**src/rtl/ux607_spislaveport.sv**
```systemverilog
// ux607_spislaveport: SPI mode-0 slave port running on the system clock.
// SCK/CS_N/MOSI are sampled from the pads through 3-flop synchronizers, and
// the SPI edges are detected in the clock domain. Received bytes come out
// as a one-cycle rx_valid pulse. The next transmit byte is taken from a
// valid/ready port at CS fall and at each byte boundary.
//
// Ports:
//   clock, reset            system clock, async active-high reset
//   io_pins_*_i_ival        raw pad inputs (SCK, CS_N, MOSI, MISO readback)
//   io_pins_*_o_*           pad controls (constants except MISO oval/oe)
//   tx_valid/tx_data        next byte to transmit
//   tx_ready                combinational, high in cycles where tx_shift loads
//   rx_valid/rx_data        received byte, one-cycle pulse, no backpressure
//   tx_underrun             one-cycle pulse when IDLE_TX had to be loaded
//   busy                    high while the port is selected
module ux607_spislaveport #(
    parameter logic [7:0] IDLE_TX = 8'hFF
) (
    input  logic       clock,
    input  logic       reset,

    input  logic       io_pins_sck_i_ival,
    input  logic       io_pins_cs_0_i_ival,
    input  logic       io_pins_dq_0_i_ival,
    input  logic       io_pins_dq_1_i_ival,

    output logic       io_pins_sck_o_oval,
    output logic       io_pins_sck_o_oe,
    output logic       io_pins_sck_o_ie,
    output logic       io_pins_sck_o_pue,
    output logic       io_pins_sck_o_ds,
    output logic       io_pins_cs_0_o_oval,
    output logic       io_pins_cs_0_o_oe,
    output logic       io_pins_cs_0_o_ie,
    output logic       io_pins_cs_0_o_pue,
    output logic       io_pins_cs_0_o_ds,
    output logic       io_pins_dq_0_o_oval,
    output logic       io_pins_dq_0_o_oe,
    output logic       io_pins_dq_0_o_ie,
    output logic       io_pins_dq_0_o_pue,
    output logic       io_pins_dq_0_o_ds,
    output logic       io_pins_dq_1_o_oval,
    output logic       io_pins_dq_1_o_oe,
    output logic       io_pins_dq_1_o_ie,
    output logic       io_pins_dq_1_o_pue,
    output logic       io_pins_dq_1_o_ds,

    input  logic       tx_valid,
    input  logic [7:0] tx_data,
    output logic       tx_ready,
    output logic       rx_valid,
    output logic [7:0] rx_data,
    output logic       tx_underrun,
    output logic       busy
);

    localparam int unsigned SYNC_W = 3;
    localparam int unsigned CNT_W  = 3;
    localparam int unsigned BYTE_W = 8;

    typedef enum logic {
        ST_IDLE   = 1'b0,
        ST_ACTIVE = 1'b1
    } state_t;

    // MISO readback is not needed by this block.
    logic unused_miso_readback;
    assign unused_miso_readback = io_pins_dq_1_i_ival;

    // Fixed pad configuration: SCK/CS/MOSI are inputs, MISO is an output.
    assign io_pins_sck_o_oval  = 1'b0;
    assign io_pins_sck_o_oe    = 1'b0;
    assign io_pins_sck_o_ie    = 1'b1;
    assign io_pins_sck_o_pue   = 1'b0;
    assign io_pins_sck_o_ds    = 1'b0;
    assign io_pins_cs_0_o_oval = 1'b0;
    assign io_pins_cs_0_o_oe   = 1'b0;
    assign io_pins_cs_0_o_ie   = 1'b1;
    assign io_pins_cs_0_o_pue  = 1'b1;
    assign io_pins_cs_0_o_ds   = 1'b0;
    assign io_pins_dq_0_o_oval = 1'b0;
    assign io_pins_dq_0_o_oe   = 1'b0;
    assign io_pins_dq_0_o_ie   = 1'b1;
    assign io_pins_dq_0_o_pue  = 1'b1;
    assign io_pins_dq_0_o_ds   = 1'b0;
    assign io_pins_dq_1_o_ie   = 1'b0;
    assign io_pins_dq_1_o_pue  = 1'b0;
    assign io_pins_dq_1_o_ds   = 1'b1;

    logic [SYNC_W-1:0] sck_sync_q, sck_sync_d;
    logic [SYNC_W-1:0] cs_sync_q, cs_sync_d;
    logic [SYNC_W-1:0] mosi_sync_q, mosi_sync_d;
    logic              sck_q, sck_d;
    logic [1:0]        settle_q, settle_d;
    logic              armed_q, armed_d;
    state_t            state_q, state_d;
    logic [CNT_W-1:0]  bit_cnt_q, bit_cnt_d;
    logic              load_pend_q, load_pend_d;
    logic [BYTE_W-1:0] rx_shift_q, rx_shift_d;
    logic [BYTE_W-1:0] rx_data_q, rx_data_d;
    logic [BYTE_W-1:0] tx_shift_q, tx_shift_d;
    logic              rx_valid_q, rx_valid_d;
    logic              tx_underrun_q, tx_underrun_d;

    logic sck_s, cs_s, mosi_s;
    logic sck_rise_c, sck_fall_c, load_c;

    assign sck_s  = sck_sync_q[SYNC_W-1];
    assign cs_s   = cs_sync_q[SYNC_W-1];
    assign mosi_s = mosi_sync_q[SYNC_W-1];

    assign sck_rise_c = sck_s & ~sck_q;
    assign sck_fall_c = ~sck_s & sck_q;

    // Synchronizers and SCK edge history.
    always_comb begin
        sck_sync_d  = {sck_sync_q[SYNC_W-2:0], io_pins_sck_i_ival};
        cs_sync_d   = {cs_sync_q[SYNC_W-2:0], io_pins_cs_0_i_ival};
        mosi_sync_d = {mosi_sync_q[SYNC_W-2:0], io_pins_dq_0_i_ival};
        sck_d       = sck_s;
    end

    // Next-state, shift registers and load control.
    always_comb begin
        state_d       = state_q;
        bit_cnt_d     = bit_cnt_q;
        load_pend_d   = load_pend_q;
        rx_shift_d    = rx_shift_q;
        rx_data_d     = rx_data_q;
        tx_shift_d    = tx_shift_q;
        rx_valid_d    = 1'b0;
        tx_underrun_d = 1'b0;
        load_c        = 1'b0;

        // cs_s only reflects the pad once the synchronizer has refilled after
        // reset; a transfer may start only after CS has been seen high, so a
        // reset in the middle of a CS window never resumes mid-byte.
        settle_d = (settle_q == 2'd3) ? settle_q : settle_q + 2'd1;
        armed_d  = armed_q | ((settle_q == 2'd3) & cs_s);

        case (state_q)
            ST_IDLE: begin
                if (armed_q && !cs_s) begin
                    state_d     = ST_ACTIVE;
                    bit_cnt_d   = '0;
                    load_pend_d = 1'b0;
                    load_c      = 1'b1;
                end
            end
            ST_ACTIVE: begin
                // CS high wins over any simultaneous SCK edge.
                if (cs_s) begin
                    state_d     = ST_IDLE;
                    bit_cnt_d   = '0;
                    load_pend_d = 1'b0;
                end else if (sck_rise_c) begin
                    rx_shift_d = {rx_shift_q[BYTE_W-2:0], mosi_s};
                    bit_cnt_d  = bit_cnt_q + CNT_W'(1);
                    if (bit_cnt_q == CNT_W'(7)) begin
                        rx_data_d   = {rx_shift_q[BYTE_W-2:0], mosi_s};
                        rx_valid_d  = 1'b1;
                        load_pend_d = 1'b1;
                    end
                end else if (sck_fall_c) begin
                    if (load_pend_q) begin
                        load_c      = 1'b1;
                        load_pend_d = 1'b0;
                    end else begin
                        tx_shift_d = {tx_shift_q[BYTE_W-2:0], 1'b0};
                    end
                end
            end
            default: state_d = ST_IDLE;
        endcase

        if (load_c) begin
            tx_shift_d    = tx_valid ? tx_data : IDLE_TX;
            tx_underrun_d = ~tx_valid;
        end
    end

    always_ff @(posedge clock or posedge reset) begin
        if (reset) begin
            sck_sync_q    <= '0;
            cs_sync_q     <= '1;
            mosi_sync_q   <= '0;
            sck_q         <= 1'b0;
            settle_q      <= 2'd0;
            armed_q       <= 1'b0;
            state_q       <= ST_IDLE;
            bit_cnt_q     <= '0;
            load_pend_q   <= 1'b0;
            rx_shift_q    <= '0;
            rx_data_q     <= '0;
            tx_shift_q    <= IDLE_TX;
            rx_valid_q    <= 1'b0;
            tx_underrun_q <= 1'b0;
        end else begin
            sck_sync_q    <= sck_sync_d;
            cs_sync_q     <= cs_sync_d;
            mosi_sync_q   <= mosi_sync_d;
            sck_q         <= sck_d;
            settle_q      <= settle_d;
            armed_q       <= armed_d;
            state_q       <= state_d;
            bit_cnt_q     <= bit_cnt_d;
            load_pend_q   <= load_pend_d;
            rx_shift_q    <= rx_shift_d;
            rx_data_q     <= rx_data_d;
            tx_shift_q    <= tx_shift_d;
            rx_valid_q    <= rx_valid_d;
            tx_underrun_q <= tx_underrun_d;
        end
    end

    assign busy                = (state_q == ST_ACTIVE);
    assign tx_ready            = load_c;
    assign rx_valid            = rx_valid_q;
    assign rx_data             = rx_data_q;
    assign tx_underrun         = tx_underrun_q;
    assign io_pins_dq_1_o_oval = tx_shift_q[BYTE_W-1];
    assign io_pins_dq_1_o_oe   = busy;

endmodule

```
**config.mk**
```make
export PLATFORM = sky130hd
export DESIGN_NAME = ux607_spislaveport
export DESIGN_NICKNAME = d
export VERILOG_FILES = /design/src/rtl/ux607_spislaveport.sv
export SDC_FILE = /design/constraint.sdc
export NUM_CORES = 1
export LEC_CHECK = 0
export CORE_ASPECT_RATIO = 1.75
export CORE_MARGIN = 4
export CORE_UTILIZATION = 63
export DETAILED_ROUTE_END_ITERATION = 16
export DONT_BUFFER_PORTS = 1
export PLACE_DENSITY = 0.77
export SYNTH_ARGS = -nofsm -noshare
export SYNTH_HDL_FRONTEND = slang
export SYNTH_SLANG_ARGS = --single-unit
```
**constraint.sdc**
```tcl
create_clock -name clock -period 5.5 [get_ports clock]
set_input_delay 1.65 -clock clock [delete_from_list [all_inputs] [get_ports clock]]
set_output_delay 1.65 -clock clock [all_outputs]
set_load 0.05 [all_outputs]
```
==> reports/qor.csv <==
metric;value;unit
htree_levels;2;
layout_commonest_cell;dfrtp_1;
ios;47;
postSynth.asyncResetShare;1.00;
cts-resized-gates;0;
cts.path.max_buffers;2;
antenna_cells;0;
antenna_left;0;
cts_tree;yes;
cp_top_family;flip-flops;
ys_types;29;
synth_enable_flop_cells;0;
num_vias;1048;
synth_seq_cells;43;
path_class;reg2out;
numCtsBuffers;5;
clock-sinks;43;
setup_slack;1.89;ns
grt_overflow_total;0;
numPortBuffers;0;
irDropWorstVdd;0.252;mV
p_leak;0.959;nW
synth_area_leaders;dfrtp_1 (41%), dfstp_2 (15%), mux2_2 (9.2%);
max_cap_violations;0;
report.final.hold_viol_count;0;
clockRootBuffer;clkbuf_8;
die_area;0.00410;mm^2
vias_per_cell;5.21;
dp_hpwl;2.18;mm
grt_pass1_wl;5.02;mm
die_y;81.7;um
grt_max_degree;44;
wl;2.95;mm
worstSkewPairLatency;0.29;ns
synth_top_cell_area_share;0.409;
crit_chain;ha_1 -> nand4b_1 -> a21o_1 -> inv_1;
layout_common_cells;dfrtp_1 (32), conb_1 (18), mux2_2 (16), inv_1 (16), dfstp_2 (11);
netlist_area;0.00196;mm^2
rsz0062_at_grt;false;
netlist_instances;157;
critPathArrivalTime;1.96;ns
finalSetupTns;0;ns
ys.flop_type;dfrtp_1;
clk_pin_slew;0.07;ns
maxSlewHeadroom;0.364;
maxSlewViolCount;0;
avgSynthCellArea;12.5;um^2
fillers;222;
gp_congestion;0.739;
dp_slack;2.20;ns
cts_setup_buffers;0;
chipWidth;50.1;um
finClkSkew;0.00371;ns
power_density;342;mW/mm^2
antenna_found_initial;0;
worst_slew_pin_slew;0.942;ns
row_count;26;
drc;0;
max_freq;277;MHz
period_share;0.656;
initial_utilization;0.661;
status;finished, final reports clean;
drt-initial-drc-count;20;
endpoint_kind;output port;
fin_nets;178;
min_path_type;reg2reg;
setup_viol;0;
finalCriticalPeriod;3.61;ns
start_kind;register;
final_layout_size_suffix_gt1_frac;0.258;
synth_top_area_cell;dfrtp_1;
hold_buffers;0;
grt_pass1_vias;1096;
max_stage_delay;0.40;ns
area_growth;2.62;%
post_drt_wl_per_cell;14.7;um
grt_usage;0.167;
drt_first_pass_iters;2;
critPathRequiredTime;3.85;ns
critPathMaxFanout;10;
cp_num_buf_inv;1;
ys_seq_area_frac;0.557;
critical_path.slowest_cell;dfrtp_1;
core-area;0.00296;mm^2
yosys_warnings;0;
## state kept, by name (all words and copies together) (netlist names), 2 cells and up
register and count:
bit_cnt_q 3, cs_sync_q 3, settle_q 2, rx_shift_q 7
mosi_sync_q 3, tx_shift_q 8, rx_data 8, sck_sync_q 3
## power by group
| group | switching, mW | total (mW) | internal (mW) |
|---|---|---|---|
| Clock | 0.105 | 0.240 | 0.135 |
| Sequential | 0.0208 | 0.369 | 0.349 |
| Combinational | 0.0550 | 0.0782 | 0.0232 |
| Total | 0.180 | 0.687 | 0.507 |
## kinds of logic (layout without fill, tap and decap cells)
logic type	count (synthesis)	count (layout)	share of synthesized area
other	2	18	0.00384
XOR/XNOR	2	2	0.00895
multiplexers	18	18	0.102
adder cells (fa/ha/maj)	5	5	0.0320
AND/OR/NAND/NOR	30	30	0.0985
AO/OA/AOI/OAI	17	17	0.0703
buffers and inverters	40	26	0.127
flip-flops	43	43	0.557
## synthesized netlist by cell type (all sizes together) (3+ instances only)
master	instances
dfrtp	32
nor2	3
nor2b	10
dfstp	11
o221ai	8
buf	24
nand2b	3
nand3	8
o22ai	3
inv	16
ha	5
nand2	3
mux2	16
## per-stage QoR
step           area (um^2)  hold slack (ns)   util  total power, mW  std cells
4_1_cts               2010            0.354  0.678            0.697        201
5_1_grt               2010            0.366  0.678            0.721        201
2_1_floorplan         2020            0.331      -            0.454        173
6_report              2010            0.352  0.678            0.687        201
3_3_place_gp          1900            0.332  0.640            0.450        193
3_5_place_dp          1900            0.336  0.640            0.455        193
## routing by layer
| layer | vias to the layer above | routed length [um] | GRT usage |
|---|---|---|---|
| met4 | 0 | 80 | 0.0997 |
| met2 | 26 | 1660 | 0.295 |
| met5 | - | 0 | 0 |
| met1 | 524 | 1020 | 0.168 |
| met3 | 7 | 189 | 0.0526 |
| li1 | 491 | - | - |
## final timing paths
check	from	end	slack [ns]	cells past startpoint
max	sck_sync_q[2]	tx_ready	1.89	4
min	sck_sync_q[1]	sck_sync_q[2]	0.35	0
max reg2reg	sck_sync_q[2]	tx_shift_q[7]	3.52	4
min reg2reg	sck_sync_q[1]	sck_sync_q[2]	0.35	0
max in group asynchronous	reset	tx_shift_q[7]	3.76	2
min in group asynchronous	reset	rx_valid	1.36	2
## layout make-up
cell class	count	area, um^2	area share
multi-input combinational	90	678	0.338
tap	42	52.6	0.0262
sequential	43	1090	0.543
inverter	16	60.1	0.0299
clock buffer	5	68.8	0.0343
timing repair buffer	2	15.0	0.00748
clock inverter	3	43.8	0.0218
No activity file was read; power rests on OpenSTA's default activity.
